### src/rtl/phy_tx_pkg.sv
// Shared defaults for the phy_tx transmit path: lane width, lane buffer depth,
// idle character and the lane selector type.
package phy_tx_pkg;

  localparam int unsigned DataWidth = 8;
  localparam int unsigned FifoDepth = 4;
  localparam logic [7:0]  IdleChar  = 8'hBC;

  // Names the lane the interleaver serves next.
  typedef enum logic {
    LaneSel0 = 1'b0,
    LaneSel1 = 1'b1
  } lane_sel_e;

  // Occupancy counter width: one extra bit so "full" is distinguishable from "empty".
  function automatic int unsigned cnt_width(input int unsigned depth);
    return $clog2(depth) + 1;
  endfunction

endpackage

### src/rtl/lane_fifo.sv
// Per-lane synchronous FIFO. Depth must be a power of two (>= 2) so the
// read/write pointers wrap for free. Reset is synchronous and active-low.
module lane_fifo
  import phy_tx_pkg::*;
#(
  parameter int unsigned Width = DataWidth,
  parameter int unsigned Depth = FifoDepth
) (
  input  logic             clk_i,
  input  logic             rst_ni,
  input  logic             push_i,
  input  logic [Width-1:0] wdata_i,
  input  logic             pop_i,
  output logic [Width-1:0] rdata_o,
  output logic             full_o,
  output logic             empty_o
);

  localparam int unsigned PtrW = $clog2(Depth);
  localparam int unsigned CntW = cnt_width(Depth);

  logic [Width-1:0] mem_q [Depth];
  logic [PtrW-1:0]  wr_ptr_q, rd_ptr_q;
  logic [CntW-1:0]  cnt_q, cnt_d;
  logic             do_push, do_pop;

  assign full_o  = (cnt_q == CntW'(Depth));
  assign empty_o = (cnt_q == '0);

  // Full/empty come from pre-edge occupancy, so a full FIFO never takes a push
  // in the same cycle it pops.
  assign do_push = push_i & ~full_o;
  assign do_pop  = pop_i & ~empty_o;

  assign rdata_o = mem_q[rd_ptr_q];

  // Occupancy: push and pop together leave it unchanged.
  always_comb begin
    cnt_d = cnt_q;
    unique case ({do_push, do_pop})
      2'b10:   cnt_d = cnt_q + 1'b1;
      2'b01:   cnt_d = cnt_q - 1'b1;
      default: cnt_d = cnt_q;
    endcase
  end

  // Pointer and occupancy state with synchronous clear.
  always_ff @(posedge clk_i) begin
    if (!rst_ni) begin
      wr_ptr_q <= '0;
      rd_ptr_q <= '0;
      cnt_q    <= '0;
    end else begin
      cnt_q <= cnt_d;
      if (do_push) wr_ptr_q <= wr_ptr_q + 1'b1;
      if (do_pop)  rd_ptr_q <= rd_ptr_q + 1'b1;
    end
  end

  // Storage array; contents need no reset because occupancy gates every read.
  always_ff @(posedge clk_i) begin
    if (rst_ni && do_push) mem_q[wr_ptr_q] <= wdata_i;
  end

endmodule

### src/rtl/lane_mux.sv
// Two-lane byte interleaver feeding the PHY. Lanes are served strictly
// 0,1,0,1,...; if the lane due next is empty the output idles and the
// selector waits rather than skipping ahead.
// Build option: define LANE_MUX_IDLE_EN to drive IDLE_CHAR on data_out during
// idle cycles; otherwise data_out holds the last byte sent.
module lane_mux
  import phy_tx_pkg::*;
#(
  parameter int unsigned           DATA_WIDTH = DataWidth,
  parameter int unsigned           FIFO_DEPTH = FifoDepth,
  parameter logic [DATA_WIDTH-1:0] IDLE_CHAR  = DATA_WIDTH'(IdleChar)
) (
  input  logic                  clk_2f,
  input  logic                  reset_L,
  input  logic [DATA_WIDTH-1:0] data_in_0,
  input  logic                  valid_in_0,
  output logic                  ready_0,
  input  logic [DATA_WIDTH-1:0] data_in_1,
  input  logic                  valid_in_1,
  output logic                  ready_1,
  output logic [DATA_WIDTH-1:0] data_out,
  output logic                  valid_out
);

`ifdef LANE_MUX_IDLE_EN
  localparam logic [DATA_WIDTH-1:0] ResetData = IDLE_CHAR;
`else
  localparam logic [DATA_WIDTH-1:0] ResetData = '0;
  // Idle character has no role in the hold-last-byte build.
  logic [DATA_WIDTH-1:0] unused_idle_char;
  assign unused_idle_char = IDLE_CHAR;
`endif

  lane_sel_e             sel_q;
  logic [DATA_WIDTH-1:0] rdata_0, rdata_1;
  logic                  full_0, full_1, empty_0, empty_1;
  logic                  push_0, push_1, pop_0, pop_1;
  logic [DATA_WIDTH-1:0] data_out_q;
  logic                  valid_out_q;

  // Holding ready low in reset keeps inputs offered during reset out of the FIFOs.
  assign ready_0 = reset_L & ~full_0;
  assign ready_1 = reset_L & ~full_1;
  assign push_0  = valid_in_0 & ready_0;
  assign push_1  = valid_in_1 & ready_1;

  // Only the selected lane may pop; the other lane waits even if it has data.
  assign pop_0 = reset_L & (sel_q == LaneSel0) & ~empty_0;
  assign pop_1 = reset_L & (sel_q == LaneSel1) & ~empty_1;

  lane_fifo #(
    .Width(DATA_WIDTH),
    .Depth(FIFO_DEPTH)
  ) u_fifo_0 (
    .clk_i  (clk_2f),
    .rst_ni (reset_L),
    .push_i (push_0),
    .wdata_i(data_in_0),
    .pop_i  (pop_0),
    .rdata_o(rdata_0),
    .full_o (full_0),
    .empty_o(empty_0)
  );

  lane_fifo #(
    .Width(DATA_WIDTH),
    .Depth(FIFO_DEPTH)
  ) u_fifo_1 (
    .clk_i  (clk_2f),
    .rst_ni (reset_L),
    .push_i (push_1),
    .wdata_i(data_in_1),
    .pop_i  (pop_1),
    .rdata_o(rdata_1),
    .full_o (full_1),
    .empty_o(empty_1)
  );

  // Arbiter and registered output: pop the selected lane and flip the selector,
  // or idle with the selector held.
  always_ff @(posedge clk_2f) begin
    if (!reset_L) begin
      sel_q       <= LaneSel0;
      valid_out_q <= 1'b0;
      data_out_q  <= ResetData;
    end else if (pop_0 || pop_1) begin
      data_out_q  <= pop_0 ? rdata_0 : rdata_1;
      valid_out_q <= 1'b1;
      sel_q       <= (sel_q == LaneSel0) ? LaneSel1 : LaneSel0;
    end else begin
      valid_out_q <= 1'b0;
`ifdef LANE_MUX_IDLE_EN
      data_out_q  <= IDLE_CHAR;
`endif
    end
  end

  assign data_out  = data_out_q;
  assign valid_out = valid_out_q;

endmodule

### config.mk
export PLATFORM = sky130hd
export DESIGN_NAME = lane_mux
export DESIGN_NICKNAME = d
export VERILOG_FILES = /design/src/rtl/phy_tx_pkg.sv /design/src/rtl/lane_fifo.sv /design/src/rtl/lane_mux.sv
export SDC_FILE = /design/constraint.sdc
export NUM_CORES = 1
export LEC_CHECK = 0
export ABC_CLOCK_PERIOD_IN_PS = 4300
export BUFFER_PORTS_ARGS = -buffer_cell sky130_fd_sc_hd__buf_2
export CAP_MARGIN = 20
export CORE_ASPECT_RATIO = 1.1
export CORE_MARGIN = 1
export CORE_UTILIZATION = 40
export CTS_CLUSTER_SIZE = 24
export DETAILED_ROUTE_END_ITERATION = 10
export GPL_TIMING_DRIVEN = 0
export SYNTH_ARGS = -nofsm -noshare
export SYNTH_HDL_FRONTEND = slang
export SYNTH_SLANG_ARGS = --single-unit
### constraint.sdc
create_clock -name clk_2f -period 4.3 [get_ports clk_2f]
set_clock_uncertainty 0.2 [all_clocks]
set_input_delay 0.86 -clock clk_2f [delete_from_list [all_inputs] [get_ports clk_2f]]
set_output_delay 0.86 -clock clk_2f [all_outputs]
set_load 0.05 [all_outputs]
==> flow_metrics.py, run 1 <==
metrics = {
    "placed_design": {
        "portBuffers": 30,
        "dp_hpwl_mm": 4.31,
        "place.gp.congestion": 0.681,
        "dpl_cell_area_um2": 4070,
    },
    "floorplanning": {
        "die_height_um": 104,
        "die_w_um": 94.6,
        "ios": 31,
        "start_util": 0.419,
        "core_area_um2": 9010,
        "rows": 36,
        "dieArea_um2": 9830,
    },
    "timing": {
        "hold_violations": 0,
        "period_share": 0.657,
        "tns_ps": 0,
        "max_slew_margin": 0.655,
        "drv_slew": 0,
        "fmax_mhz": 354,
        "rsz0062_at_grt": "false",
        "tightest_slew_ps": 518,
        "hold_ws_ps": 291,
        "setup_viol": 0,
        "fin_crit_ps": 2830,
    },
    "grt": {
        "grt_overflow": 0,
        "grt_use_total": 0.143,
        "grt_pass1_vias": 1909,
        "grt_pass1_wl_mm": 9.89,
        "use_met3": 0.0336,
        "met2_usage": 0.206,
        "use_met1": 0.194,
        "top_usage_layer": "met2",
        "antenna_found_initial": 0,
        "grt_max_degree": 15,
    },
    "routing": {
        "vias": 1936,
        "drc": 0,
        "dr.pass1.iters": 4,
        "routed_wl_mm": 6.34,
        "ant_nets": 0,
        "wl_per_cell_um": 16.7,
        "drt-initial-drc-count": 64,
        "via_per_inst": 5.09,
    },
    "clock_tree": {
        "cts_inserted_buffers": 9,
        "ctsHoldBuffers": 0,
        "clk_pin_slew_ps": 80,
        "cts_tree": "built",
        "root_buffer": "clkbuf_8",
        "clock_latency_ps": 360,
        "cts_resized": 0,
        "post_cts_buffers": 0,
        "cts_sinks": 92,
        "htreeDepth": 3,
        "ctsLongestPathBuffers": 2,
    },
    "yosys": {
        "yosysWarnings": 0,
        "synth_top_family_by_area": "multiplexers",
        "synth_mux_area_frac": 0.100,
        "yosysUniqueCellTypes": 34,
        "yosys.area_share.simple": 0.0554,
        "synth-compound-area-share": 0.0852,
        "netlist_area_um2": 3770,
        "ys_ff_latch": 92,
        "synth_adder_area_share": 0.0438,
        "synthCells": 220,
        "syn-num-nets": 252,
        "syn_avg_cell_area_um2": 17.2,
        "synth_xor_xnor_area_share": 0.0116,
        "ys_seq_area_frac": 0.658,
    },
    "outcome": {
        "outcome": "finished clean",
    },
    "worst_setup_path": {
        "end_kind": "primary output",
        "cp.required_ps": 3240,
        "cp-start-kind": "input pin",
        "r2r-end": "u_fifo_0.cnt_q[2]",
        "worst-path-max-fanout": 10,
        "crit_end": "ready_0",
        "worst-setup-path-type": "input pin to primary output",
        "worstSetupStartpoint": "reset_L",
        "r2r-start": "u_fifo_0.cnt_q[2]",
        "reg2reg_depth": 9,
        "reg2reg_slack_ps": 1660,
        "critPathArrivalTime_ps": 1770,
    },
    "pwr": {
        "power.density_nw_per_um2": 499,
        "p_leak_uw": 0.00155,
        "ir_drop_v": 0.000179,
    },
    "layout": {
        "final_core_util": 0.470,
        "final_common_cell": "edfxtp_1",
        "stdcell_area_um2": 4230,
        "diodes": 0,
        "areaGrowthSynthToFinish_pct": 12.1,
        "final_nets": 293,
        "final_cell_mix": "edfxtp_1, buf_2, dfxtp_1",
        "layout-drive-gt1-share": 0.286,
    },
    "hold_path": {
        "hold_path_class": "register to register",
    },
    "job": {
        "maxCapViolCount": 0,
    },
}
## layout make-up
class	count	area (um^2)
plain buffers	10	125
clock buffers	13	149
clock inverters	3	15.0
fillers	817	4780
inverters	13	48.8
multi-input cells	105	1120
flip-flops and latches	92	2480
well taps	114	143
repair buffers	30	150
## worst max-delay path, stage by stage
cell and delay, ps:
buf_2 160, clkbuf_8 190, clkbuf_8 170, and2_1 120, buf_2 260
## metrics by stage
stage               std cells  power (uW)  setup slack [ps]
floorplan                 220        1500              1580
global placement          364        1620              1250
detailed placement        364        1630              1240
CTS                       380        2130              1470
global route              380        2220              1430
finish                    380        2110              1470
## worst min path at each step
stage | startpoint | end | slack (ps) | depth (start not counted)
2_1_floorplan | u_fifo_0.rd_ptr_q[1] | register | 250 | 2
3_3_place_gp | u_fifo_0.rd_ptr_q[1] | u_fifo_0.rd_ptr_q[1] | 270 | 2
3_5_place_dp | u_fifo_0.rd_ptr_q[1] | register | 280 | 2
4_1_cts | u_fifo_0.rd_ptr_q[1] | u_fifo_0.rd_ptr_q[1] | 290 | 2
5_1_grt | data_out[3] | data_out[3] | 330 | 1
6_report | u_fifo_0.rd_ptr_q[1] | register | 290 | 2
## sequential cells by signal, indices dropped and copies added, names as in the netlist, named ones only
| register | cells |
|---|---|
| sel_q | 1 |
| u_fifo_0.cnt_q | 3 |
| valid_out | 1 |
| u_fifo_1.mem_q | 32 |
| u_fifo_0.wr_ptr_q | 2 |
| u_fifo_1.wr_ptr_q | 2 |
| data_out | 8 |
| u_fifo_0.rd_ptr_q | 2 |
| u_fifo_0.mem_q | 32 |
| u_fifo_1.cnt_q | 3 |
| u_fifo_1.rd_ptr_q | 2 |
## cells in the mapped netlist
cell      number  area, um^2
clkbuf_1       1        3.75
o211a_1        8        80.1
o31ai_2        1        12.5
buf_6          1        11.3
o31ai_1        2        15.0
o311ai_4       1        26.3
nand2b_2       1        8.76
xnor2_1        2        17.5
and3_1         1        6.26
mux2i_1        1        10.0
o32a_1         8        80.1
or3b_2         1        8.76
inv_1         13        48.8
fa_1           2        40.0
or4_1          1        7.51
xor2_1         3        26.3
a31o_2         3        26.3
nor3_1         1        5.00
a21oi_1        9        45.0
and2_1        10        62.6
clkbuf_8       8         110
o21ai_0        4        20.0
o21ai_4        1        16.3
edfxtp_1      64        1920
or3b_1         1        8.76
ha_1          10         125
or3_1          4        25.0
mux4_2        14         315
nor3_2         1        10.0
mux4_1         2        52.6
nand4_1        4        25.0
dfxtp_1       28         561
and3_4         1        11.3
nor2_1         8        30.0
## kinds of logic (layout without fill, tap and decap cells)
kind of cell    Yosys count  in the layout
simple gates             34             34
mux                      17             17
flops                    92             92
xor+xnor                  5              5
compound gates           37             37
buf+inv                  23             69
fa+ha+maj                12             12
## where the power goes
part / total [uW] / internal, uW / switching [uW]
logic: 530 / 201 / 329
clock network: 504 / 224 / 280
registers: 1080 / 1030 / 47.0
total: 2110 / 1450 / 656
## layer usage
metal,part of all wire,vias to the layer above
li1,-,942
met3,0.035,10
met2,0.47,36
met5,0,-
met4,0.021,0
met1,0.47,948
(Power assumes the default switching activity.)
==> run 2, diff against run 1 <==
--- a/config.mk
+++ b/config.mk
@@ -5,7 +5,8 @@
 export SDC_FILE = /design/constraint.sdc
 export NUM_CORES = 1
 export LEC_CHECK = 0
-export ABC_CLOCK_PERIOD_IN_PS = 4300
+export ABC_AREA = 1
+export ABC_CLOCK_PERIOD_IN_PS = 2700
 export BUFFER_PORTS_ARGS = -buffer_cell sky130_fd_sc_hd__buf_2
 export CAP_MARGIN = 20
 export CORE_ASPECT_RATIO = 1.1
==> constraint.sdc (replaced) <==
create_clock -name clk_2f -period 2.7 [get_ports clk_2f]
set_clock_uncertainty 0.2 [all_clocks]
set_input_delay 0.54 -clock clk_2f [delete_from_list [all_inputs] [get_ports clk_2f]]
set_output_delay 0.54 -clock clk_2f [all_outputs]
set_load 0.05 [all_outputs]
==> flow_metrics.py, run 2 <==
metrics = {
    "yosys": {
        "synth_top_area_frac": 0.476,
        "synth.most_common_cell": "nand2_1",
        "yosysWarnings": 0,
        "synth_top_flop_cell": "edfxtp_1",
        "ys_seq_area_frac": 0.615,
        "syn_avg_cell_area_um2": 9.94,
        "ys_top_cells_by_area": "edfxtp_1, dfxtp_1, nand2_1",
        "ys_async_sr_fraction": 0,
        "synth_edf_count": 64,
        "netlist_area_um2": 4040,
        "synthDominantAreaCellType": "edfxtp_1",
        "synthCells": 406,
        "yosysUniqueCellTypes": 24,
        "ys_ff_latch": 92,
        "synth_common_cells": "nand2_1, edfxtp_1, inv_1, nand3_1, dfxtp_1",
        "syn-num-nets": 438,
    },
    "floorplanning": {
        "dieArea_um2": 10500,
        "die_w_um": 97.8,
        "rows": 38,
        "core_area_um2": 9840,
        "start_util": 0.410,
        "die_height_um": 107,
        "ios": 31,
    },
    "routing": {
        "drc": 4,
        "vias": 2645,
        "ant_nets": 0,
        "drt-initial-drc-count": 132,
        "dr.pass1.iters": 7,
        "routed_wl_mm": 7.51,
        "via_per_inst": 4.63,
        "wl_per_cell_um": 13.2,
    },
    "worst_setup_path": {
        "cp.required_ps": 2790,
        "reg2reg_slack_ps": 520,
        "worstSetupStartpoint": "u_fifo_1.cnt_q[0]",
        "r2r-end": "u_fifo_1.cnt_q[2]",
        "r2r-start": "u_fifo_1.cnt_q[0]",
        "cpMaxStageDelayCell": "fa_1",
        "reg2reg_depth": 10,
        "crit_chain": "nor2_2 -> a21oi_2 -> buf_6 -> ha_1 -> fa_1 -> nand2_1 -> nand2_1 -> nor2_1 -> o21ai_0 -> a21oi_1",
        "max_stage_delay_ps": 440,
        "worst-setup-path-type": "register to register",
        "worst-path-max-fanout": 10,
        "cp-start-kind": "register",
        "end_kind": "register",
        "critPathArrivalTime_ps": 2270,
        "cpMostUsedCell": "nand2_1",
        "crit_end": "u_fifo_1.cnt_q[2]",
    },
    "clock_tree": {
        "post_cts_buffers": 0,
        "cts_resized": 0,
        "ctsHoldBuffers": 0,
        "root_buffer": "clkbuf_8",
        "clock_latency_ps": 360,
        "clk_pin_slew_ps": 100,
        "htreeDepth": 3,
        "cts_inserted_buffers": 9,
        "cts_tree": "built",
        "cts_sinks": 92,
        "ctsLongestPathBuffers": 2,
    },
    "layout": {
        "final_cell_mix": "nand2_1, edfxtp_1, inv_1",
        "final_nets": 478,
        "layout-drive-gt1-share": 0.184,
        "final_core_util": 0.459,
        "final_common_cell": "nand2_1",
        "areaGrowthSynthToFinish_pct": 11.9,
        "stdcell_count": 571,
        "diodes": 0,
    },
    "grt": {
        "antenna_found_initial": 0,
        "grt_pass1_vias": 2477,
        "grt_overflow": 0,
        "grt_pass1_wl_mm": 12.2,
        "grt_max_degree": 18,
        "grt_use_total": 0.154,
    },
    "timing": {
        "drv_slew": 0,
        "max_slew_margin": 0.414,
        "tightest_slew_ps": 876,
        "hold_violations": 0,
        "fmax_mhz": 459,
        "setup_viol": 0,
        "fin_crit_ps": 2180,
        "period_share": 0.807,
        "tns_ps": 0,
        "rsz0062_at_grt": "false",
    },
    "job": {
        "maxCapViolCount": 0,
    },
    "placed_design": {
        "dp_hpwl_mm": 5.23,
        "dp.cells": 555,
        "portBuffers": 29,
        "place.gp.congestion": 0.712,
    },
    "outcome": {
        "violations": "DRC",
        "outcome": "complete, but fails checks",
    },
    "pwr": {
        "power.density_nw_per_um2": 814,
        "p_leak_uw": 0.00194,
        "ir_drop_v": 0.000299,
        "finalPower_uw": 3670,
    },
    "hold_path": {
        "hold_path_class": "input pin to register",
    },
}
-- run 2: per-layer routing --
metal	global-route usage	routed length (um)	vias up
met1	0.190	3290	1206
met3	0.0240	316	12
met5	0	0	-
met2	0.266	3770	50
met4	0.0736	132	0
li1	-	-	1377
-- run 2: report_power, final --
| group | total [uW] | switching, uW | internal [uW] |
|---|---|---|---|
| Combinational | 1070 | 723 | 348 |
| Clock | 867 | 516 | 350 |
| Sequential | 1740 | 87.2 | 1650 |
| Total | 3670 | 1330 | 2350 |
-- run 2: worst max-delay path: cells and delay by family, from the launching register on --
kind / cells / cell delay (ps)
flip-flops: 1 / 360
AND/OR/NAND/NOR: 4 / 430
adder cells (fa/ha/maj): 2 / 680
AO/OA/AOI/OAI: 3 / 290
buffers and inverters: 1 / 150
-- run 2: cells by family after synthesis --
family          after synthesis  share of synthesized area
xor+xnor                      3                    0.00651
buf+inv                      71                     0.0877
simple gates                211                      0.226
fa+ha+maj                    12                     0.0409
compound gates               17                     0.0239
flops                        92                      0.615
-- run 2: area by class of cell --
type                       count  area [um^2]
clock inverter                 7         60.1
buffer                        15          139
inverter                      56          215
tap                          120          150
fill                         929         5330
clock buffer                   9          124
multi-input combinational    243         1200
timing repair buffer          29          145
sequential                    92         2480
-- run 2: how the worst min path moves through the flow --
stage                                 start                   end  cells past startpoint
after floorplan           u_fifo_1.cnt_q[2]     u_fifo_1.cnt_q[2]                      1
after global placement    u_fifo_1.cnt_q[2]     u_fifo_1.cnt_q[2]                      1
after detailed placement  u_fifo_1.cnt_q[2]     u_fifo_1.cnt_q[2]                      1
after CTS                      data_in_1[0]  u_fifo_1.mem_q[0][0]                      1
after global routing           data_in_1[0]  u_fifo_1.mem_q[0][0]                      1
final                          data_in_0[4]  u_fifo_0.mem_q[0][4]                      1
-- run 2: per-stage QoR --
step,setup WS (ps),cell area [um^2],hold slack (ps)
after global placement,402,4330,284
after global routing,314,4520,181
after CTS,504,4520,171
final,521,4520,187
after floorplan,431,4040,255
after detailed placement,384,4330,287
